`config.mk`:
```
export PLATFORM = sky130hd
export DESIGN_NAME = prod_accum
export DESIGN_NICKNAME = d
export VERILOG_FILES = /design/src/rtl/prod_accum.sv
export SDC_FILE = /design/constraint.sdc
export NUM_CORES = 1
export LEC_CHECK = 0
export CORE_MARGIN = 8
export CORE_UTILIZATION = 30
export CTS_BUF_LIST = sky130_fd_sc_hd__clkbuf_8
export DETAILED_ROUTE_END_ITERATION = 8
export GPL_TIMING_DRIVEN = 0
export PLACE_DENSITY = 0.61
export SETUP_SLACK_MARGIN = 0.02
export SKIP_LAST_GASP = 1
export SLEW_MARGIN = 20
export SYNTH_ARGS = -nofsm -noshare
export SYNTH_HDL_FRONTEND = slang
export SYNTH_SLANG_ARGS = --single-unit
```
`constraint.sdc`:
```
create_clock -name clk -period 1.7 [get_ports clk]
set_input_delay 0.34 -clock clk [delete_from_list [all_inputs] [get_ports clk]]
set_output_delay 0.34 -clock clk [all_outputs]
set_load 0.02 [all_outputs]
```
`src/rtl/prod_accum.sv`:
```
// rtl/prod_accum.sv - groups multiplier products into a wide sum with count and overflow
module prod_accum #(
    parameter int PW = 8,
    parameter int N  = 4,
    parameter int AW = 10,
    parameter int CW = 3
) (
    input  logic          clk,
    input  logic          rst,
    input  logic          in_valid,
    output logic          in_ready,
    input  logic [PW-1:0] in_prod,
    input  logic          in_last,
    output logic          out_valid,
    input  logic          out_ready,
    output logic [AW-1:0] out_sum,
    output logic [CW-1:0] out_cnt,
    output logic          out_ovf
);

    localparam logic [0:0] ST_ACC  = 1'b0;
    localparam logic [0:0] ST_DONE = 1'b1;

    logic [0:0]    state;
    logic [AW-1:0] acc;
    logic [CW-1:0] cnt;
    logic          ovf;

    logic          accept;
    logic [AW:0]   sum_ext;
    logic [CW-1:0] cnt_nxt;
    logic          ovf_nxt;
    logic          end_group;

    // in_ready is gated by rst so nothing is taken during the reset cycle itself.
    assign in_ready  = (state == ST_ACC) & ~rst;
    assign out_valid = (state == ST_DONE);
    assign accept    = in_valid & in_ready;

    // One extra bit captures the carry out of the accumulator; the flag is sticky per group.
    assign sum_ext   = {1'b0, acc} + {{(AW + 1 - PW){1'b0}}, in_prod};
    assign cnt_nxt   = cnt + 1'b1;
    assign ovf_nxt   = ovf | sum_ext[AW];
    assign end_group = in_last | (cnt_nxt == CW'(N));

    always_ff @(posedge clk) begin
        if (rst) begin
            state   <= ST_ACC;
            acc     <= '0;
            cnt     <= '0;
            ovf     <= 1'b0;
            out_sum <= '0;
            out_cnt <= '0;
            out_ovf <= 1'b0;
        end else begin
            case (state)
                ST_ACC: begin
                    if (accept) begin
                        acc <= sum_ext[AW-1:0];
                        cnt <= cnt_nxt;
                        ovf <= ovf_nxt;
                        if (end_group) begin
                            out_sum <= sum_ext[AW-1:0];
                            out_cnt <= cnt_nxt;
                            out_ovf <= ovf_nxt;
                            state   <= ST_DONE;
                        end
                    end
                end
                ST_DONE: begin
                    // Result registers are left alone so they hold until the next group completes.
                    if (out_ready) begin
                        acc   <= '0;
                        cnt   <= '0;
                        ovf   <= 1'b0;
                        state <= ST_ACC;
                    end
                end
                default: state <= ST_ACC;
            endcase
        end
    end

endmodule

```
### After elaboration in Yosys (flattened, before gate mapping)

Index checks and enable logic that the tools add are counted.

* multipliers: 0
* magnitude comparators: 0
* equal/unequal tests: 3
* div/mod/pow operators: 0
* bitwise gates (word level): 6
* mux-type cells: 13
* shifts and indexed selects: 0
* $add $sub $neg: 2
* reductions and logical operators: 2

Operators with widths (number)
* $mux 10: 2
* $pmux 10 s2: 1
* $add 10x8->11: 1
* $mux 3: 2
* $pmux 3 s2: 1
* $mux 1: 5
* $ne 2x2->1 const B: 2
* $pmux 1 s2: 2
* $add 3x1->3 const B: 1
* $eq 3x3->1 const B: 1
* $reduce_and 3->1: 1
* $and 1x1->1: 2
* $not 1->1: 2
* $or 1x1->1: 2
* $reduce_and 2->1: 1

* output and inout port bits: 16
* bits in writable memories: 0
* logic and storage cells: 33
* bits of input ports: 13
* ROM bits: 0
* flip-flop bits (word level): 29
* memories: 0
* latch bits: 0

### Depth between registers and ports, before layout

Gate-level depths: netlist of run 1.

* word-level depth: 6
* mapped depth: 6
* mapped depth without buffers: 6

### Worst setup path after synthesis of run 1

Ideal clock, no wire load.

* path kind: input -> register
* from: input in_prod[0]
* to: register acc[8]
* setup time: 0.079 ns
* arrival: 1.725 ns
* path buffers: 0
* path slack: -0.104 ns
* required time: 1.621 ns
* cell stages on the path: 6
* cells stage by stage: ha_1 -> fa_1 -> nand3_1 -> a21oi_1 -> o311a_1 -> a211oi_2

* longest elaborated chain between the ends: 3

Ends and longest elaborated chain
* from (decl): RTL line 12 `input logic [PW-1:0] in_prod,`
* $add 10x8->11: RTL line 41 `assign sum_ext = {1'b0, acc} + {{(AW + 1 - PW){1'b0}}, in_prod};`
* $mux 10: RTL line 58 `if (accept) begin`
* $pmux 10 s2: RTL line 56 `case (state)`
* to (signal assigned): RTL line 59 `acc <= sum_ext[AW-1:0];`
* to (decl): RTL line 25 `logic [AW-1:0] acc;`

Every way passes these cells. The select of a mux whose other input is x is not followed.
A chain may end at the register's enable or synchronous reset.

### Worst setup path after layout of run 1

* from: input in_valid
* to: register acc[8]

* longest elaborated chain between the ends: 3

Ends and longest elaborated chain
* from (decl): RTL line 10 `input logic in_valid,`
* $and 1x1->1: RTL line 38 `assign accept = in_valid & in_ready;`
* $ne 2x2->1 (no source line)
* $reduce_and 2->1 (no source line)

Every way passes these cells.

==> results of run 1 <==
worst min-delay path by stage:
stage                     from  slack, ps          to
floorplan                  ovf        460         ovf
global placement    out_cnt[1]        450  out_cnt[1]
detailed placement  out_sum[0]        450  out_sum[0]
CTS                 out_sum[0]        460  out_sum[0]
global route        out_sum[0]        470  out_sum[0]
finish              out_cnt[1]        460  out_cnt[1]
worst min-delay path: stages (launching register included):
cell and delay [ps]:
dfxtp_1 310, nand2_1 50, a21oi_1 50
metrics by stage:
| step | hold slack (ps) | total power [mW] |
|---|---|---|
| final | 456.6 | 1.870 |
| after global routing | 474.6 | 1.971 |
| after CTS | 457.5 | 1.875 |
| after detailed placement | 448.5 | 1.142 |
| after global placement | 447.3 | 1.139 |
| after floorplan | 457.7 | 1.020 |
state kept, by name, summed over array words and instances, names as in the netlist:
signal     count
out_sum       10
out_cnt        3
out_valid      1
ovf            1
cnt            3
acc           10
out_ovf        1
what timing repair did:
item / CTS / global route
buffers inserted: 5 / 4
resized for setup: 43 / 19
pin swaps: 16 / 9
endpoints found under the setup margin: 29 / 28
metal layers:
layer	part of all wire	global-route usage	routed length, um	up-vias
li1	-	-	-	737
met1	0.45	0.1401	1904	695
met2	0.46	0.1846	1917	44
met3	0.067	0.04151	284	10
met4	0.025	0.05469	106	0
met5	0	0	0	-
cells by family after synthesis:
group | after synthesis
xor gates and xnor gates | 4
and+or+nand+nor | 63
AOI/OAI and AO/OA | 58
DFF | 29
buffers and inverters | 12
adders and majority gates | 11
power breakdown:
group	switching, mW	total [mW]	internal (mW)
sequential	0.0355	0.753	0.718
clock	0.278	0.644	0.366
combinational	0.239	0.473	0.234
layout by cell type (no fill, tap or decap), types with 3 or more instances in the layout:
cell,n
dlygate4sd2_1,9
nand3_1,4
nor3_1,4
ha_4,8
dfxtp_1,25
nand3b_1,11
clkdlybuf4s50_1,17
o21ai_2,3
a32oi_1,3
a21oi_1,11
o21ai_1,3
clkbuf_2,3
nor2_1,17
nand2_1,14
a22oi_1,4
o31ai_1,3
dfxtp_2,3
clkbuf_8,9
o21ai_0,7
o211ai_1,4
buf_4,10
cell type report:
class                   count  area (um2)  area share
well taps                  70       87.58     0.03836
clock buffers               7       96.34     0.04219
inverters                   2       7.507    0.003288
clock inverters             1       5.005    0.002192
plain buffers               9       75.07     0.03288
multi-input cells         136        1097      0.4805
repair buffers             37       326.6      0.1430
flip-flops and latches     29       588.1      0.2575
==> summary.md, run 1 <==
| Metric | Value |
|---|---|
| CTS max path bufs | 2 |
| R2r worst-path depth | 6 |
| CP endpoint kind | flip-flop |
| Power Density | 819.1 nW/um2 |
| Compound-Gate Fraction of Synth Area | 0.2563 |
| Worst Hold Depth | 2 |
| Setup TNS Final | 0 ps |
| Filler instances | 516 |
| Synth Area per Inst | 8.659 um2 |
| Crit path DAT | 1880 ps |
| Largest area contributor in the netlist | dfxtp_1 |
| GRT Resource Usage Total | 0.1179 |
| Area growth, synth to finish | 48.98% |
| Layout net count | 244 |
| Drt drc | 0 |
| R2R Path End | acc[8] |
| Adder-cell share of the synthesized area | 0.09469 |
| CTS H-tree depth | 2 |
| Ranking of synthesized cells by area | dfxtp_1, ha_1, nand3b_1, a21oi_1, nor2_1 |
| First-pass GRT wire length | 6982 um |
| Leak | 0.8271 nW |
| FF-to-FF Start | acc[5] |
| Crit path buffers/inverters | 2 |
| Worst-Skew Late Latency | 280 ps |
| Initial antenna violation count | 0 |
| Vias in the first global route | 1489 |
| Clock sink total | 29 |
| RSZ-0062 raised after global routing | true |
| Most frequent cells after synthesis | dfxtp_1, nor2_1, a21oi_1, nand2_1 |
| CTS Buf Count | 5 |
| Final core utilization | 0.4558 |
| Reg clk slew, reported paths | 70 ps |
| Layout cell share with drive strength beyond 1 | 0.2715 |
| Dpl cell area | 1949 um2 |
| Async S/R FF share, synth | 0 |
| Sequential-to-total area share from yosys stat | 0.3788 |
| Die Y-Extent | 87.48 um |
| WP data required | 1910 ps |
| Count leader, synth | dfxtp_1 |
| Vias | 1486 |
| Crit path max-delay family | buffers and inverters |
| CP Launch Type | input pin |
| Antenna viol nets, final | 0 |
| Iter 0 DRT Violations | 89 |
| CTS tree | built |
| FF-to-FF setup slack | 50 ps |
| Cell total after placement | 275 |
| Critical path type | input pin to flip-flop |
| Die area | 7652 um2 |
| Crit path largest cell delay | 460 ps |
| Synthesized area | 1533 um2 |
| RD Place Congestion | 0.8283 |
| Post-route cell area | 2283 um2 |
| Yosys reg bits | 29 |
| DP Wirelength | 2899 um |
| Largest family of logic cells by synthesized area | compound AO/OA/AOI/OAI gates |
| Die W | 87.48 um |
| Final period util | 0.9861 |
| Routed vias/inst | 5.107 |
| Post-Synth Simple-Gate Area | 0.2131 |
| Max VDD drop | 0.0004875 V |
| Mapped Cells | 177 |
| Hold Crit Class | flip-flop to flip-flop |
| Critical Path Sink | acc[8] |
| Crit path max fanout | 9 |
| Dpl ws | -916.3 ps |
| Period minus WS final | 1676 ps |
| Status | complete, no violations |
| Initial Util | 0.3059 |
| Largest net degree at the start of global routing | 11 |
| Input/output buffers | 28 |
| Final setup margin | 23.56 ps |
| Clock skew | 4.607 ps |
| Row count | 26 |
| Fmax | 596.5 MHz |
| Final std cells w/o fill | 291 |
| Worst Setup SP | in_valid |
| Worst-Margin Slew | 615.5 ps |
| First drt pass iteration count | 4 |
| Max Slew Vio Count | 0 |
| Slew margin rel. | 0.5896 |
| Ys Warns | 0 |
| CTS Hold Buffers Added | 0 |
| XOR/XNOR Fraction of Synth Area | 0.02286 |
| CORE AREA | 5010 um2 |
| Grt total ovfl | 0 |
| Mapped Nets | 201 |
| Drt wl/cell | 14.47 um |
| Slowest CP cell | clkdlybuf4s50_1 |
| Synth Flop Type | dfxtp_1 |
| ANT cells | 0 |
| Wirelength, routed | 4212 um |
| Clock root buffer | clkbuf_8 |
| Synth cell types | 39 |
| Setup-failing EPs final | 0 |
| Synth top area share | 0.3788 |
| Number of synthesized flops with an enable pin | 0 |
| Max-capacitance violation count | 0 |
| Post-synthesis mux area share | 0 |
| Crit path cell chain | clkdlybuf4s50_1 > or3b_1 > clkbuf_4 > o311a_1 > a211oi_2 |
| Final Hold Viols | 0 |
| Worst path depth | 5 |
| I/O Pins | 29 |
(Power assumes the default switching activity.)
==> run 2, diff against run 1 <==
Settings changed: CORE_UTILIZATION 30 to 45, PLACE_DENSITY 0.61 to 0.81.
==> run 2 against run 1 <==
Effect of this change: global-route usage increased by 5.2 points; non-clock buffer count increased by 5; maximum frequency increased by 0.51%; core utilization increased by 26 points; total power increased by 8.8%; cell count decreased by 6.5%.
==> summary.md, run 2 (synthesis results as in run 1) <==
| Metric | Value |
|---|---|
| Clock root buffer | clkbuf_8 |
| Max Slew Vio Count | 0 |
| RD Place Congestion | 0.9526 |
| CORE AREA | 3311 um2 |
| Clock sink total | 29 |
| RSZ-0062 raised after global routing | true |
| Clock skew | 5.089 ps |
| Power Density | 864.9 nW/um2 |
| GRT Resource Usage Total | 0.1694 |
| Worst-Margin Slew | 545.8 ps |
| Die area | 5529 um2 |
| Final setup margin | 32.12 ps |
| Iter 0 DRT Violations | 92 |
| Most frequent cells in the layout | dfxtp_1, nor2_1, clkdlybuf4s50_1, buf_4, nand2_1 |
| Layout cell share with drive strength beyond 1 | 0.3009 |
| Setup-failing EPs final | 0 |
| Final Hold Viols | 0 |
| Wirelength, routed | 4674 um |
| Reg clk slew, reported paths | 60 ps |
| Final std cells w/o fill | 272 |
| DP Wirelength | 2799 um |
| CTS max path bufs | 2 |
| Layout net count | 249 |
| Critical path type | flip-flop to flip-flop |
| Antenna viol nets, final | 0 |
| CP Launch Type | flip-flop |
| Crit path DAT | 1830 ps |
| Final period util | 0.9811 |
| ANT cells | 0 |
| Drt wl/cell | 17.18 um |
| Max VDD drop | 0.0006142 V |
| Crit path max-delay family | adder cells |
| Slowest CP cell | fa_2 |
| Drt drc | 0 |
| Initial antenna violation count | 0 |
| Period minus WS final | 1668 ps |
| Most common cell after layout, fill and taps aside | dfxtp_1 |
| First-pass GRT wire length | 7238 um |
| Slew margin rel. | 0.6361 |
| Max-capacitance violation count | 0 |
| Fmax | 599.6 MHz |
| Crit path largest cell delay | 400 ps |
| Crit path buffers/inverters | 0 |
| Crit path max fanout | 3 |
| Die W | 74.36 um |
| Input/output buffers | 28 |
| WP data required | 1860 ps |
| Largest regs | acc: 10 flops, out_sum: 10 flops |
| Crit path cell chain | ha_4 > fa_2 > a21oi_2 > o211ai_1 > xnor2_1 > o21ai_0 |
| Grt total ovfl | 0 |
| Leak | 0.8691 nW |
| Vias | 1551 |
| Final total power | 2.036 mW |
| Dpl ws | -905.8 ps |
| CP endpoint kind | flip-flop |
| CTS H-tree depth | 2 |
| Largest net degree at the start of global routing | 11 |
| Filler instances | 249 |
| Die Y-Extent | 74.36 um |
| Initial Util | 0.4630 |
| CTS tree | built |
| Row count | 21 |
| First drt pass iteration count | 4 |
| Routed vias/inst | 5.702 |
| Status | complete, no violations |
| Cell total after placement | 251 |
| Worst-Skew Late Latency | 280 ps |
| I/O Pins | 29 |
| Vias in the first global route | 1567 |
| CTS Buf Count | 5 |
| Area growth, synth to finish | 53.55% |
| Hold Crit Class | flip-flop to flip-flop |
==> run 2: cell type report <==
class	instances	area [um2]	area share
multi-input combinational	136	1146	0.4870
sequential	29	589.3	0.2504
timing repair buffer	42	364.1	0.1547
clock buffer	6	82.58	0.03509
buffer	9	72.57	0.03083
tap	46	57.56	0.02446
clock inverter	2	33.78	0.01435
inverter	2	7.507	0.003190
==> run 2: metal layers <==
layer,vias to the layer above,share of wire,GRT usage
li1,750,-,-
met1,750,0.42,0.1942
met2,42,0.50,0.2846
met3,9,0.060,0.05526
met4,0,0.019,0.06304
met5,-,0,0
==> run 2: metrics by stage <==
| step | utilization | TNS [ps] | hold slack, ps | instance area, um2 |
|---|---|---|---|---|
| after floorplan | - | 0 | 457.7 | 1582 |
| after global placement | 0.5797 | -12050 | 445.4 | 1919 |
| after detailed placement | 0.5797 | -12130 | 452.8 | 1919 |
| after CTS | 0.6856 | -49.62 | 462.3 | 2270 |
| after global routing | 0.7109 | -80.95 | 500.4 | 2354 |
| final | 0.7109 | 0 | 464.7 | 2354 |
==> run 2: path summary, 6_finish.rpt <==
kind | start | endpoint | slack [ps] | cells after the start
max | acc[0] | acc[6] | 30 | 6
min | out_sum[1] | out_sum[1] | 460 | 2
max reg2reg | acc[0] | acc[6] | 30 | 6
min reg2reg | out_sum[1] | out_sum[1] | 460 | 2
==> run 2: worst min-delay path: stages, from the launching register on <==
cell     delay [ps]
dfxtp_1         310
nand2_1          50
a21oi_1          50
==> run 2: repair_timing <==
item	4_1_cts	5_1_grt
endpoints found under the setup margin	27	30
setup buffers	9	5
hold buffers	0	0
pin swaps	19	12
gates resized for setup	48	21
==> run 2: report_power, final <==
part / internal, mW / switching (mW) / total, mW / leakage, nW
Combinational: 0.266 / 0.278 / 0.544 / 0.568
Sequential: 0.719 / 0.0351 / 0.754 / 0.238
Clock: 0.471 / 0.267 / 0.738 / 0.0626
